<file path="config.mk">
export PLATFORM = sky130hd
export DESIGN_NAME = load_store_unit
export DESIGN_NICKNAME = d
export VERILOG_FILES = /design/src/rtl/load_store_unit.sv
export SDC_FILE = /design/constraint.sdc
export NUM_CORES = 1
export LEC_CHECK = 0
export BUFFER_PORTS_ARGS = -buffer_cell sky130_fd_sc_hd__buf_2
export CORE_AREA = 2 2 121 123
export DETAILED_ROUTE_END_ITERATION = 16
export DIE_AREA = 0 0 123 125
export PLACE_DENSITY = 0.77
export SETUP_SLACK_MARGIN = 0.4
export SLEW_MARGIN = 0
export SYNTH_ARGS = -nofsm -noshare
export SYNTH_HDL_FRONTEND = slang
export SYNTH_SLANG_ARGS = --single-unit
</file>
<file path="constraint.sdc">
create_clock -name clk -period 2.9 [get_ports clk]
set_clock_uncertainty 0.1 [all_clocks]
set_input_delay 0.58 -clock clk [delete_from_list [all_inputs] [get_ports clk]]
set_output_delay 0.58 -clock clk [all_outputs]
set_load 0.03 [all_outputs]
</file>
<file path="src/rtl/load_store_unit.sv">
// Byte-serial load/store unit: one transaction at a time, issued as 1/2/4 little-endian byte beats.
// Optional alignment checking is enabled with the LSU_ALIGN_CHECK_EN macro.
module load_store_unit (
  input  logic        clk,
  input  logic        rst_n,
  input  logic        start,
  input  logic        mem_write,
  input  logic [1:0]  access_type,
  input  logic        zext,
  input  logic [31:0] addr,
  input  logic [31:0] wdata,
  output logic        busy,
  output logic        done,
  output logic        err,
  output logic [31:0] rdata,
  output logic        m_req,
  output logic        m_we,
  output logic [31:0] m_addr,
  output logic [7:0]  m_wdata,
  input  logic        m_ack,
  input  logic [7:0]  m_rdata,
  output logic [1:0]  dbg_state
);

  typedef enum logic [1:0] {
    S_IDLE   = 2'd0,
    S_ACCESS = 2'd1,
    S_DONE   = 2'd2
  } state_t;

  state_t      state_q, state_d;
  logic        we_q, zext_q, err_q;
  logic [1:0]  size_q, beat_idx, last_idx, next_idx;
  logic [31:0] wdata_q, load_buf, asm_val, load_val;
  logic        misaligned, is_upper, beat_fire, last_beat;

`ifdef LSU_ALIGN_CHECK_EN
  assign misaligned = ((access_type == 2'b01) && addr[0]) ||
                      ((access_type == 2'b11) && (addr[1:0] != 2'b00));
`else
  assign misaligned = 1'b0;
`endif

  assign is_upper  = (access_type == 2'b10);
  assign beat_fire = m_req & m_ack;
  assign next_idx  = beat_idx + 2'd1;
  assign last_beat = (beat_idx == last_idx);

  assign busy      = (state_q != S_IDLE);
  assign done      = (state_q == S_DONE);
  assign err       = done & err_q;
  assign dbg_state = state_q;

  always_comb begin
    last_idx = 2'd3;
    case (size_q)
      2'b00:   last_idx = 2'd0;
      2'b01:   last_idx = 2'd1;
      default: last_idx = 2'd3;
    endcase
  end

  // Merge the byte arriving this cycle, then extend according to access size.
  always_comb begin
    asm_val = load_buf;
    asm_val[{beat_idx, 3'b000} +: 8] = m_rdata;
    load_val = asm_val;
    case (size_q)
      2'b00:   load_val = zext_q ? {24'h0, asm_val[7:0]}  : {{24{asm_val[7]}}, asm_val[7:0]};
      2'b01:   load_val = zext_q ? {16'h0, asm_val[15:0]} : {{16{asm_val[15]}}, asm_val[15:0]};
      default: load_val = asm_val;
    endcase
  end

  always_comb begin
    state_d = state_q;
    case (state_q)
      S_IDLE: begin
        if (start) state_d = (is_upper || misaligned) ? S_DONE : S_ACCESS;
      end
      S_ACCESS: begin
        if (beat_fire && last_beat) state_d = S_DONE;
      end
      S_DONE:  state_d = S_IDLE;
      default: state_d = S_IDLE;
    endcase
  end

  always_ff @(posedge clk or negedge rst_n) begin
    if (!rst_n) state_q <= S_IDLE;
    else        state_q <= state_d;
  end

  always_ff @(posedge clk or negedge rst_n) begin
    if (!rst_n) begin
      we_q     <= 1'b0;
      zext_q   <= 1'b0;
      err_q    <= 1'b0;
      size_q   <= 2'b00;
      beat_idx <= 2'd0;
      wdata_q  <= 32'h0;
      load_buf <= 32'h0;
      rdata    <= 32'h0;
      m_req    <= 1'b0;
      m_we     <= 1'b0;
      m_addr   <= 32'h0;
      m_wdata  <= 8'h0;
    end else begin
      case (state_q)
        S_IDLE: begin
          if (start) begin
            we_q     <= mem_write;
            zext_q   <= zext;
            size_q   <= access_type;
            wdata_q  <= wdata;
            beat_idx <= 2'd0;
            err_q    <= misaligned;
            if (is_upper) begin
              rdata <= {wdata[15:0], 16'h0};
            end else if (!misaligned) begin
              m_req   <= 1'b1;
              m_we    <= mem_write;
              m_addr  <= addr;
              m_wdata <= wdata[7:0];
            end
          end
        end
        S_ACCESS: begin
          if (beat_fire) begin
            load_buf <= asm_val;
            if (last_beat) begin
              m_req <= 1'b0;
              if (!we_q) rdata <= load_val;
            end else begin
              beat_idx <= next_idx;
              m_addr   <= m_addr + 32'd1;
              m_wdata  <= wdata_q[{next_idx, 3'b000} +: 8];
            end
          end
        end
        default: ;
      endcase
    end
  end

endmodule

</file>
# Word level (Yosys, flattened, before mapping)
# Index checks and enable logic that the tools add are counted.
# classes
addsub,3
eq_ne,13
shifts,3
n_mux,34
n_bitwise,2
n_reduce_logical,13
# ops
cell,count
two-way mux 32 bit,11
one-hot mux 32 bit (2 select lines),3
"adder 32 x 1 -> 32 bit, second input constant",1
bitwise mux 32 bit,1
two-way mux 8 bit,4
"variable shift 8 x 7 -> 32 bit, first input constant",1
indexed part select 32 x 6 -> 8 bit,1
indexed part select 8 x 7 -> 32 bit,1
"inequality test 2 bit, second input constant",8
one-hot mux 8 bit (2 select lines),1
two-way mux 2 bit,6
one-hot mux 2 bit (2 select lines),3
AND reduction 5 bit,2
negation 5 -> 7 bit,1
AND reduction 2 bit,3
AND reduction 6 bit,1
"== test 2 x 1 -> 1 bit, second input constant",2
"== test 2 bit, second input constant",2
zero test 2 bit,2
two-way mux 1 bit,4
AND reduction 4 bit,1
nonzero test 2 bit,2
AND reduction 3 bit,1
"adder 2 x 1 -> 2 bit, second input constant",1
other kinds (5),5
# totals
register_bits,146
in_bits,80
out_inout_bits,79
elab_cells,80

# Depth between registers and ports, before layout
# logic_depth
ltp_word,9
mapped_depth,9
mapped_depth_nobuf,7

# Least setup slack after synthesis
# OpenSTA, ideal clock, no wires.
# synth_path
path_kind,reg-to-reg
startpoint,reg beat_idx[0]
endpoint,reg rdata[26]
setup_time_ps,135
arrival_time_ps,2170
t_required_ps,2665
setup_slack_ps,495
stages_incl_launch_ff,10
n_path_buf,2
cell_sequence,dfrtp_1 > buf_6 > inv_1 > ha_1 > nor4bb_1 > o21ai_1 > o311a_1 > buf_2 > o2bb2ai_1 > o21ai_0
# synth_between
elab_chain_len,9
# synth_lines
item,line_no,rtl
start: declaration,33,"logic [1:0] size_q, beat_idx, last_idx, next_idx;"
start signal: assignment,135,beat_idx <= next_idx;
negation 5 -> 7 bit,66,"asm_val[{beat_idx, 3'b000} +: 8] = m_rdata;"
indexed part select 8 x 7 -> 32 bit or variable shift 8 x 7 -> 32 bit (tied branches),66,
bitwise mux 32 bit,66,
two-way mux 32 bit (on tied branches),"70, 69",
one-hot mux 32 bit (2 select lines),68,case (size_q)
two-way mux 32 bit,133,if (!we_q) rdata <= load_val;
two-way mux 32 bit,131,if (last_beat) begin
two-way mux 32 bit,129,if (beat_fire) begin
one-hot mux 32 bit (2 select lines),109,case (state_q)
end signal: assignment,119,"rdata <= {wdata[15:0], 16'h0};"
end signal: assignment,133,
end: declaration,15,"output logic [31:0] rdata,"
# Parallel ways exist; a longest one is shown, timed or not. The select of a mux whose other input is x is not followed.
# A chain may end at the register's enable or synchronous reset.

# Worst setup path after layout
# layout_path
startpoint,reg beat_idx[1]
endpoint,reg m_addr[25]
# layout_between
elab_chain_len,3
# layout_lines
item,line_no,rtl
== test 2 bit,47,assign last_beat = (beat_idx == last_idx);
inequality test 2 bit (no line),--,
AND reduction 5 bit (no line),--,
end signal: assignment,123,m_addr <= addr;
end signal: assignment,136,m_addr <= m_addr + 32'd1;
end: declaration,18,"output logic [31:0] m_addr,"
# Every way passes these cells.

==> impl_metrics.csv <==
group,metric,value,unit
clocking,numCtsBuffers,17,
critical_path,criticalPathCategory,"flop to flop",
critical_path,crit_path_cell_trace,"or4_4 -> and3_4 -> a21oi_4 -> buf_4 -> a21oi_1 -> o22a_1",
pwr,ir_drop,0.570,mV
synth,synth_edf_count,0,
floorplanning,die_area,15400,um2
drt,routed_wl,20100,um
critical_path,r2r_cells,6,
clocking,clock_latency,0.42,ns
pwr,p_per_area,1250,nW/um2
sta,maxSlewViolCount,0,
critical_path,r2r-start,"beat_idx[1]",
critical_path,end_kind,"flop",
finish,fillers,1204,
critical_path,reg2reg_to,"m_addr[25]",
sta,post-route-min-period,2.38,ns
finish,instances_no_fill,1050,
floorplanning,die_w,123,um
critical_path,slowest_stage,"or4_4",
global_route,grt_overflow,0,
floorplanning,io_pins,159,
place,dpl.hpwl,13500,um
synth,synth.distinct_cells,61,
global_route,grt_pass1_vias,6113,
finish,final_nets,940,
global_route,grt_pass1_wl,31400,um
global_route,antenna_found_initial,0,
critical_path,cp-endpoint,"m_addr[25]",
sta,final-hold-violation-count,0,
clocking,clk_pin_slew_worst_paths,0.06,ns
synth,async_flop_share,100,%
critical_path,cp-startpoint,"beat_idx[1]",
drt,drc,0,
critical_path,cp_slowest_stage_delay,0.56,ns
synth,postSynthCellCount,702,
synth,yosysWarnings,0,
clocking,cts_tree,"built",
floorplanning,rows,44,
drt,post_drt_wl_per_cell,19.1,um
clocking,htree_levels,4,
clocking,cts_buffer_depth,2,
sta,finalSetupTns,0,ns
outcome,status,"completed",
drt,drt_pass1_iterations,5,
place,place.gp.congestion,0.848,
global_route,grt_max_degree,67,
critical_path,critPathLaunchType,"flop",
clocking,cts.sinks,146,
place,dp_cells,1016,
sta,worstMarginPinSlew,0.804,ns
synth,syn_nets,787,
clocking,cts-root-buf,"clkbuf_16",
finish,drive_above_1_share,31.9,%
synth,synth_ff_type,"dfrtp_1",
sta,relSlewSlack,45.9,%
critical_path,cp.arrival,2.58,ns
floorplanning,initial_core_util,51.1,%
critical_path,cp_max_fo,18,
critical_path,r2r_slack,0.52,ns
finish,syn_to_final_growth,22.3,%
run,maxCapViolations,0,
sta,max_freq,421,MHz
drt,drt-initial-drc-count,659,
global_route,grt_usage,26.2,%
floorplanning,core_area,14200,um2
synth,seq_area_frac_synth,50.3,%
synth,syn_avg_cell_area,10.3,um2
finish,antenna_cells,0,
floorplanning,dieHeight,125,um
critical_path,critPathRequiredTime,3.10,ns
pwr,power_leakage,3.94,nW
synth,syn_area,7260,um2
place,port_buffers,157,
drt,detail-route-antenna-nets,0,
sta,hold_ws,0.0540,ns
hold_path,hold_path.class,"input port to asynchronous set/reset pin",
sta,setup_violations,0,
synth,synth-seq-cells,146,
sta,rsz0062_at_grt,"no",
sta,fin_crit_sh,81.9,%
drt,drt-vias-per-instance,6.14,
drt,vias,6449,
-- cell families after synthesis --
kind of cell | Yosys count | share of synthesized area (%)
adder cells (fa/ha/maj) | 5 | 0.862
AND/OR/NAND/NOR | 215 | 15.1
buffers and inverters | 54 | 3.36
flip-flops | 146 | 50.3
other | 1 | 0.0517
AO/OA/AOI/OAI | 235 | 21.9
multiplexers | 46 | 8.36
-- layout by cell type, fill, tap and decap left out, types with 5 or more instances in the layout --
cell       Yosys  routed
clkbuf_16      0      17
nor4_1         5       5
nor2_1        35      34
inv_1          8       8
o22a_1         8       8
a21oi_1       48      48
a21o_1         8       8
nand2_1       93      93
dfrtp_1      146     145
o2bb2ai_1     17      17
nor2b_1       12      11
nand3_1       19      19
o31ai_1        9       9
a31oi_1       12      12
buf_2          9     156
mux4_2         8       8
o21ai_0       50      50
nand4_1       14      14
a311oi_1       8       8
a22o_1        26      26
buf_4          2      17
a22oi_1       18      18
mux2_2        37      37
o22ai_1        8       8
-- critical path: cells and delay by family, from the launching register on --
family	cells	cell delay [ns]
simple gates	2	0.77
buf+inv	1	0.26
flops	1	0.45
compound gates	3	0.67
-- final cells by class --
class / instances / area, um2 / area share, %
Sequential cell: 146 / 3650 / 41.2
Multi-Input combinational cell: 505 / 3470 / 39.0
Timing Repair Buffer: 177 / 962 / 10.8
Clock buffer: 21 / 450 / 5.07
Tap cell: 184 / 230 / 2.59
Clock inverter: 9 / 85.1 / 0.958
Inverter: 8 / 30.0 / 0.338
-- through the flow --
stage / utilization (%) / worst slack (ns) / power [mW] / area (um2)
after floorplan: - / 0.495 / 7.40 / 7260
final: 62.5 / 0.524 / 11.1 / 8880
after global placement: 58.1 / 0.315 / 8.71 / 8250
after global routing: 62.5 / 0.407 / 11.8 / 8880
after CTS: 62.0 / 0.391 / 10.9 / 8810
after detailed placement: 58.1 / 0.221 / 8.85 / 8250
-- state kept, by name, indices dropped and copies added, names as in the netlist --
name,count
wdata_q,32
zext_q,1
m_req,1
load_buf,32
rdata,32
m_addr,32
m_wdata,8
dbg_state,2
we_q,1
size_q,2
m_we,1
beat_idx,2
-- worst min-delay path by stage --
stage / slack, ns / start / endpoint / depth (start not counted)
2_1_floorplan: 0.18 / rst_n / beat_idx[0] / 0
3_3_place_gp: 0.35 / load_buf[5] / load_buf[5] / 2
3_5_place_dp: 0.36 / rdata[8] / rdata[8] / 1
4_1_cts: 0.07 / rst_n / m_addr[12] / 1
5_1_grt: 0.1 / rst_n / m_addr[16] / 1
6_report: 0.05 / rst_n / m_addr[11] / 1
-- layer usage --
metal / up-vias / GRT usage (%) / wire length, um
met4: 0 / 9.49 / 527
met1: 3147 / 35.8 / 8500
met5: - / 0 / 0
met2: 322 / 41.1 / 9470
met3: 43 / 5.75 / 1600
li1: 2937 / - / -
-- timing repair --
item                       in CTS  in global routing
setup endpoints to repair      26                 54
hold buffers                    0                  0
gates cloned                    1                  2
pin swaps                       1                  4
buffers inserted                0                  1
gates resized for setup         3                  8
hold endpoints to repair        0                  0
-- power breakdown --
group          total, mW  internal, mW  switching, mW
clock               2.02          1.19          0.830
sequential          3.65          2.89          0.767
combinational       5.39          1.94           3.45
-- synthesized netlist by cell type (all sizes together), types with 3 or more instances --
cell | number | share of area [%]
a22o | 26 | 3.1
inv | 8 | 0.41
a41oi | 3 | 0.36
o31ai | 9 | 0.93
buf | 19 | 1.6
o22a | 8 | 0.97
mux2 | 37 | 5.7
nand2 | 94 | 4.9
o21ai | 54 | 3.7
a22oi | 18 | 1.9
nor4 | 7 | 0.78
and2 | 4 | 0.34
nor3 | 5 | 0.48
a21o | 8 | 0.83
a2bb2oi | 4 | 0.48
o22ai | 8 | 0.69
o2bb2ai | 17 | 2.1
ha | 5 | 0.86
nor2 | 36 | 2.0
mux4 | 8 | 2.5
nand2b | 5 | 0.43
and3 | 3 | 0.33
nand3 | 19 | 1.3
nand4 | 17 | 1.8
dfrtp | 146 | 50
a311oi | 8 | 0.97
clkbuf | 27 | 1.4
a21oi | 49 | 3.5
a31oi | 12 | 1.0
nor2b | 12 | 1.0
No activity file was read; power rests on OpenSTA's default activity.
